===== config.mk =====
export PLATFORM = sky130hd
export DESIGN_NAME = lift_scheduler
export DESIGN_NICKNAME = d
export VERILOG_FILES = /design/src/rtl/lift_scheduler.sv
export SDC_FILE = /design/constraint.sdc
export NUM_CORES = 1
export LEC_CHECK = 0
export ABC_AREA = 1
export CAP_MARGIN = 15
export CORE_MARGIN = 2
export CORE_UTILIZATION = 55
export CTS_CLUSTER_DIAMETER = 60
export DETAILED_ROUTE_END_ITERATION = 8
export PLACE_DENSITY = 0.76
export SYNTH_ARGS = -nofsm -noshare
export SYNTH_HDL_FRONTEND = slang
export SYNTH_SLANG_ARGS = --single-unit

===== constraint.sdc =====
create_clock -name clk -period 3.55 [get_ports clk]
set_clock_uncertainty 0.2 [all_clocks]
set_input_delay 0.355 -clock clk [delete_from_list [all_inputs] [get_ports clk]]
set_output_delay 0.355 -clock clk [all_outputs]
set_load 0.03 [all_outputs]

===== src/rtl/lift_scheduler.sv =====
// lift_scheduler: four-floor SCAN lift controller; door_hold input added when LIFT_DOOR_HOLD_EN is defined
module lift_scheduler #(
    parameter int MOVE_CYCLES = 8,
    parameter int DOOR_CYCLES = 6
) (
    input  logic       clk,
    input  logic       rst_n,
    input  logic [3:0] req,
`ifdef LIFT_DOOR_HOLD_EN
    input  logic       door_hold,
`endif
    output logic [3:0] pos,
    output logic [3:0] pending,
    output logic       moving_up,
    output logic       moving_dn,
    output logic       door_open
);
    localparam int MAXC = (MOVE_CYCLES > DOOR_CYCLES) ? MOVE_CYCLES : DOOR_CYCLES;
    localparam int CW = $clog2(MAXC + 1);
    localparam logic [CW-1:0] MOVE_LAST = CW'(MOVE_CYCLES - 1);
    localparam logic [CW-1:0] DOOR_LAST = CW'(DOOR_CYCLES - 1);
    typedef enum logic [1:0] {IDLE, MOVE_UP, MOVE_DN, DOOR} state_t;
    state_t state, state_n, pick;
    logic [3:0] pos_n, pending_n, eff, npos, clr;
    logic [CW-1:0] cnt, cnt_n;
    logic dir, dir_n, hold, here, up_any, dn_any, arr_here, arr_ahead;
`ifdef LIFT_DOOR_HOLD_EN
    assign hold = door_hold;
`else
    assign hold = 1'b0;
`endif
    // next-state: SCAN choice, travel/door timing, call latching and clearing
    always_comb begin
        eff = pending | (req & ~((state == DOOR) ? pos : 4'b0000));
        here = |(eff & pos);
        up_any = |(eff & ~(pos | (pos - 4'd1)));
        dn_any = |(eff & (pos - 4'd1));
        pick = here ? DOOR :
               dir ? (up_any ? MOVE_UP : dn_any ? MOVE_DN : IDLE) :
                     (dn_any ? MOVE_DN : up_any ? MOVE_UP : IDLE);
        npos = (state == MOVE_UP) ? {pos[2:0], 1'b0} : {1'b0, pos[3:1]};
        arr_here = |(eff & npos);
        arr_ahead = (state == MOVE_UP) ? |(eff & ~(npos | (npos - 4'd1))) : |(eff & (npos - 4'd1));
        state_n = state;
        pos_n = pos;
        cnt_n = cnt + CW'(1);
        case (state)
            IDLE: begin
                state_n = pick;
                cnt_n = '0;
            end
            MOVE_UP, MOVE_DN: if (cnt == MOVE_LAST) begin
                pos_n = npos;
                state_n = arr_here ? DOOR : arr_ahead ? state : IDLE;
                cnt_n = '0;
            end
            default: if (hold || |(req & pos)) begin
                cnt_n = '0;
            end else if (cnt == DOOR_LAST) begin
                state_n = pick;
                cnt_n = '0;
            end
        endcase
        dir_n = (state_n == MOVE_UP) ? 1'b1 : (state_n == MOVE_DN) ? 1'b0 : dir;
        clr = (state_n == DOOR && state != DOOR) ? pos_n : 4'b0000;
        pending_n = eff & ~clr;
    end
    // state, position, calls and registered status flags
    always_ff @(posedge clk or negedge rst_n) begin
        if (!rst_n) begin
            state <= IDLE;
            pos <= 4'b0001;
            pending <= 4'b0000;
            dir <= 1'b1;
            cnt <= '0;
            moving_up <= 1'b0;
            moving_dn <= 1'b0;
            door_open <= 1'b0;
        end else begin
            state <= state_n;
            pos <= pos_n;
            pending <= pending_n;
            dir <= dir_n;
            cnt <= cnt_n;
            moving_up <= state_n == MOVE_UP;
            moving_dn <= state_n == MOVE_DN;
            door_open <= state_n == DOOR;
        end
    end
endmodule


==> results of run 1 <==
==> state kept, by name, summed over array words and instances, names as in the netlist <==
register and count:
door_open 1, pos 4, pending 4, state 2, cnt 4, dir 1
moving_up 1, moving_dn 1
==> worst min path at each step <==
stage	start	endpoint	cells past startpoint
after floorplan	rst_n	cnt[0]	0
after global placement	cnt[0]	cnt[0]	1
after detailed placement	cnt[0]	cnt[0]	1
after CTS	rst_n	pending[0]	1
after global routing	cnt[0]	cnt[0]	1
final	rst_n	pending[0]	1
==> where the power goes <==
| part | total [mW] | internal [mW] | switching (mW) |
|---|---|---|---|
| logic | 0.0118 | 0.00566 | 0.00618 |
| clock network | 0.125 | 0.0625 | 0.0622 |
| registers | 0.205 | 0.205 | 0 |
| total | 0.342 | 0.273 | 0.0684 |
==> critical path, stage by stage, from the launching register on <==
cell	delay [ns]
dfrtp_1	0.44
inv_1	0.12
ha_1	0.26
nand2_1	0.08
o21a_1	0.12
inv_1	0.10
nand3_1	0.08
ha_1	0.29
nand2_2	0.05
nand2_1	0.06
inv_1	0.04
nand3_1	0.05
nand2_1	0.05
nand2_1	0.07
nand2_1	0.05
nand2_1	0.05
nand2_1	0.08
a21oi_2	0.20
ha_1	0.20
inv_1	0.04
nor2_1	0.21
nand2_1	0.09
nand2_1	0.08
inv_1	0.05
==> cell usage in the layout, fill, tap and decap left out, types with 3 or more instances in the layout <==
master            n
nand2_1          62
inv_1            28
ha_1             17
dfrtp_1          16
clkdlybuf4s50_1  16
nor2_1           13
nand3_1          12
nand2_2           9
o21ai_0           6
inv_2             3
a21oi_2           3
clkbuf_4          3
==> per-layer routing <==
metal,track usage [%],share of wire (%),up-vias
li1,-,-,628
met1,31.6,46,581
met2,35.8,47,35
met3,1.67,4.8,8
met4,11.1,1.9,0
met5,0,0,-
==> per-stage QoR <==
stage | hold slack (ns) | power (mW) | utilization, % | instance area, um2 | instances
after global routing | 0.355 | 0.352 | 66.7 | 1610 | 238
final | 0.294 | 0.342 | 66.7 | 1610 | 238
after global placement | 0.299 | 0.221 | 65.1 | 1570 | 234
after floorplan | -0.141 | 0.211 | - | 1370 | 188
after CTS | 0.314 | 0.341 | 66.6 | 1600 | 238
after detailed placement | 0.318 | 0.221 | 65.1 | 1570 | 234
==> cell type report <==
class	count	share of cell area (%)
Clock buffer	4	2.26
Inverter	31	7.24
Multi-Input combinational cell	139	50.0
Sequential cell	18	28.2
Tap cell	30	2.33
Timing Repair Buffer	16	9.96
==> cells by family after synthesis <==
kind of cell	share of synthesized area (%)
AO/OA/AOI/OAI	7.76
adder cells (fa/ha/maj)	15.5
multiplexers	0.822
AND/OR/NAND/NOR	33.7
flip-flops	33.1
buffers and inverters	8.49
XOR/XNOR	0.639
==> metrics, run 1 <==
status finished, final reports clean; Post-synth ARST share 100%; via count 1,252; count of unique library cells instantiated by Yosys 25; arrival time of the worst setup path 3.14 ns; WL/cell 12.2 um; Via density 5.26; unrepaired setup endpoints after global routing false; area of the multi-input gates 805 um2; Mapped Nets 211; Worst Reg-to-Reg Cells 23; Reg clk slew, reported paths 0.10 ns; Avg Inst Size Synth 7.29 um2; Critical Path RT 3.55 ns; slew margin rel. 50.1%; row count 18; Top Ports 17; area of the core 0.00241 mm2; clk sinks 18; Final Worst Setup Slack 0.405 ns; #FFs+latches synth 18; Post-Syn Area 0.00137 mm2; max-slew violations 0; Post-synth top cells nand2_1, inv_1, ha_1; Period Utilization, post-route 88.6%; Reg-to-Reg End pending[0]; Final ANT Viol Nets 0; worst reg-to-reg setup slack 0.41 ns; launching point of the worst reg2reg path state[1]; DRC viols 0; layout cell share with drive strength beyond 1 13.5%; Tot GR Track Use 22.7%; Die H 53.9 um; Worst-Skew Late Latency 0.29 ns; CTS tree built; Reg area 453 um2; Critical Path Sink Type register; grt ovf 0; worst slack, placed 0.371 ns; peak supply drop 0.000243 V; Synth area leaders dfrtp_1, nand2_1, ha_1; Crit Path Max Fanout 6; Yosys top cell area share 29.2%; CTS H-tree lvls 1; sequential share of the synthesized area 33.1%; post-CTS setup buffers 0; main flop type after synthesis dfrtp_1; Initial DRT Pass Iterations 5; Critical Path Start state[1]; Slew @ Worst Pin 0.746 ns; Max Freq 318 MHz; Detailed Route WL 2900 um; number of synthesized flops with an enable pin 0; Final min period 3.14 ns; antenna violations before repair 0; TritonCTS Buffers 3; WS Path Type register to register; PwrDens 212 mW/mm2; hold_buf cts 0; Area Growth Syn to Fin 17.4%; RD Place Congestion 0.849; Final setup viols 0; Starting Density 56.9%; Clock Tree Buf Depth 2; Static Leak 0.890 nW; crit start category register; vias in the first global route 1,098; PostCTS Resize Cnt 0; port buffer count 16; final net count 232; Hold WC Path Type input pin to async pin; first-pass GRT wire length 4740 um; Worst Setup EP pending[0]; TNS Setup 0 ns; DIE AREA 0.00291 mm2; largest net degree at the start of global routing 19; ant diodes 0; maxcap violations 0; cells after synthesis 188; area leader, netlist dfrtp_1; First DRT Iteration DRCs 18; Fill cells 186; top-count cell post-synth nand2_1; Synth Warn # 0; clk root buf clkbuf_4; Fin. Hold Viols 0; Chip Width 53.9 um; HPWL Detailed 2320 um
Power figures use the tool's default switching activity.
==> run 2, diff against run 1 <==
- CELL_PAD_IN_SITES_DETAIL_PLACEMENT: default -> 1
- CELL_PAD_IN_SITES_GLOBAL_PLACEMENT: default -> 2
- CORE_ASPECT_RATIO: default -> 0.5
- CORE_UTILIZATION: 55 -> 31
- GPL_ROUTABILITY_DRIVEN: default -> 0
- PLACE_DENSITY: 0.76 -> 0.75
==> metrics, run 2 (synthesis gave the netlist of run 1 again) <==
status finished, final reports clean; worst reg-to-reg setup slack 0.37 ns; hold depth 1; max-slew violations 0; area of the core 0.00432 mm2; Worst-Skew Late Latency 0.25 ns; crit start category register; Worst Path Buf+Inv 5; Initial DRT Pass Iterations 4; Top Ports 17; Max Freq 315 MHz; Fin. Hold Viols 0; Reg-to-Reg End pending[3]; final net count 233; Chip Width 98.0 um; Worst Setup EP pending[3]; Slew @ Worst Pin 0.818 ns; Reg clk slew, reported paths 0.07 ns; DIE AREA 0.00500 mm2; WS Path Type register to register; Crit Path Max Fanout 5; Clock Tree Buf Depth 2; Top Registers cnt (4), pending (4), pos (4); arrival time of the worst setup path 3.13 ns; TritonCTS Buffers 3; peak supply drop 0.000106 V; ant diodes 0; Final min period 3.18 ns; clk sinks 18; largest net degree at the start of global routing 19; Final setup viols 0; Worst Reg-to-Reg Cells 23; antenna violations before repair 0; CTS H-tree lvls 1; post-CTS setup buffers 0; commonest non-fill, non-tap cells in the layout nand2_1, inv_1, ha_1, dfrtp_1, clkdlybuf4s50_1; Starting Density 31.7%; via count 1,193; Detailed Route WL 3420 um; slew margin rel. 45.3%; Hold WC Path Type register to register; vias in the first global route 1,219; Critical Path Start state[1]; Final ANT Viol Nets 0; Via density 4.48; HPWL Detailed 2830 um; clk root buf clkbuf_8; launching point of the worst reg2reg path state[1]; Critical Path Sink Type register; Worst path max stage delay 0.43 ns; Final Total Pwr 384 uW; worst-path cell chain inv_1 -> ha_1 -> inv_1 -> nand2_2 -> nand2_1 -> nand3_1 -> ha_1 -> nand2_2 -> nand2_1 -> inv_1 -> nand3_1 -> nand2_1 -> nand2_1 -> nand2_1 -> nand2_1 -> nand2_1 -> a21oi_1 -> ha_1 -> inv_1 -> nor2_2 -> nand2_1 -> nand2_1 -> inv_1; first-pass GRT wire length 6040 um; CTS tree built; Period Utilization, post-route 89.5%; maxcap violations 0; Area Growth Syn to Fin 21.8%; port buffer count 16; Tot GR Track Use 15.5%; DRC viols 0; First DRT Iteration DRCs 28; WL/cell 12.9 um; CP most frequent cell nand2_1; Static Leak 0.899 nW; row count 17; Critical Path RT 3.50 ns; PwrDens 230 mW/mm2; Die H 51.0 um; critical path depth in cells 23; slowest stage cell, crit path dfrtp_1; grt ovf 0; cell family with most CP delay simple AND/OR/NAND/NOR gates; TNS Setup 0 ns; layout cell share with drive strength beyond 1 14.4%; commonest non-fill, non-tap cell in the layout nand2_1; unrepaired setup endpoints after global routing false
==> run 2: cell count changes in the layout (fill, tap and decap cells not counted) <==
cell,change
buf_4,+1
ha_2,+1
nor2_1,-1
clkbuf_8,+3
nor2_2,+1
clkbuf_4,-3
a21oi_1,+1
a21oi_2,-1
ha_1,-1
==> run 2: power breakdown <==
group	switching [mW]	internal, mW	total (mW)
combinational	0.00641	0.00566	0.0121
sequential	0	0.205	0.205
clock	0.0686	0.0984	0.167
==> run 2: layout make-up <==
class	count	area [um2]
clock buffer	4	55.1
fill	543	2650
inverter	31	116
multi-input combinational	139	806
sequential	18	453
tap	57	71.3
timing repair buffer	17	168
==> run 2: worst min path at each step <==
stage | startpoint | end | slack, ns
after detailed placement | cnt[0] | cnt[0] | 0.33
after global placement | cnt[0] | cnt[0] | 0.31
after global routing | cnt[0] | cnt[0] | 0.37
after floorplan | rst_n | cnt[0] | -0.14
after CTS | cnt[0] | cnt[0] | 0.34
final | cnt[0] | cnt[0] | 0.34
==> run 2: per-layer routing <==
layer / wire, um / GRT usage (%) / share of wire (%) / up-vias
met1: 1940 / 23.1 / 57 / 547
li1: - / - / - / 630
met2: 1360 / 23.6 / 40 / 14
met3: 96 / 3.28 / 2.8 / 2
met5: 0 / 0 / 0 / -
met4: 22 / 2.08 / 0.64 / 0
==> run 2: through the flow <==
stage	hold slack, ns	worst slack [ns]	utilization [%]	std cells	instance area, um2
3_5_place_dp	0.326	0.264	37.3	262	1610
2_1_floorplan	-0.141	0.767	-	188	1370
5_1_grt	0.370	0.00713	38.7	266	1670
4_1_cts	0.339	0.247	38.5	266	1660
3_3_place_gp	0.306	0.334	37.3	262	1610
6_report	0.339	0.372	38.7	266	1670
==> run 2: repair_timing <==
item / in CTS / in global routing
gates resized for setup: 0 / 2
hold buffers: 0 / 0
endpoints found under the setup margin: 0 / 4
==> run 2: worst reg2reg max path, stage by stage (launching register included) <==
cell,delay (ns)
dfrtp_1,0.43
inv_1,0.11
ha_1,0.26
inv_1,0.11
nand2_2,0.06
nand2_1,0.14
nand3_1,0.10
ha_1,0.29
nand2_2,0.05
nand2_1,0.06
inv_1,0.05
nand3_1,0.06
nand2_1,0.05
nand2_1,0.07
nand2_1,0.05
nand2_1,0.06
nand2_1,0.06
a21oi_1,0.23
ha_1,0.22
inv_1,0.06
nor2_2,0.17
nand2_1,0.08
nand2_1,0.06
inv_1,0.04
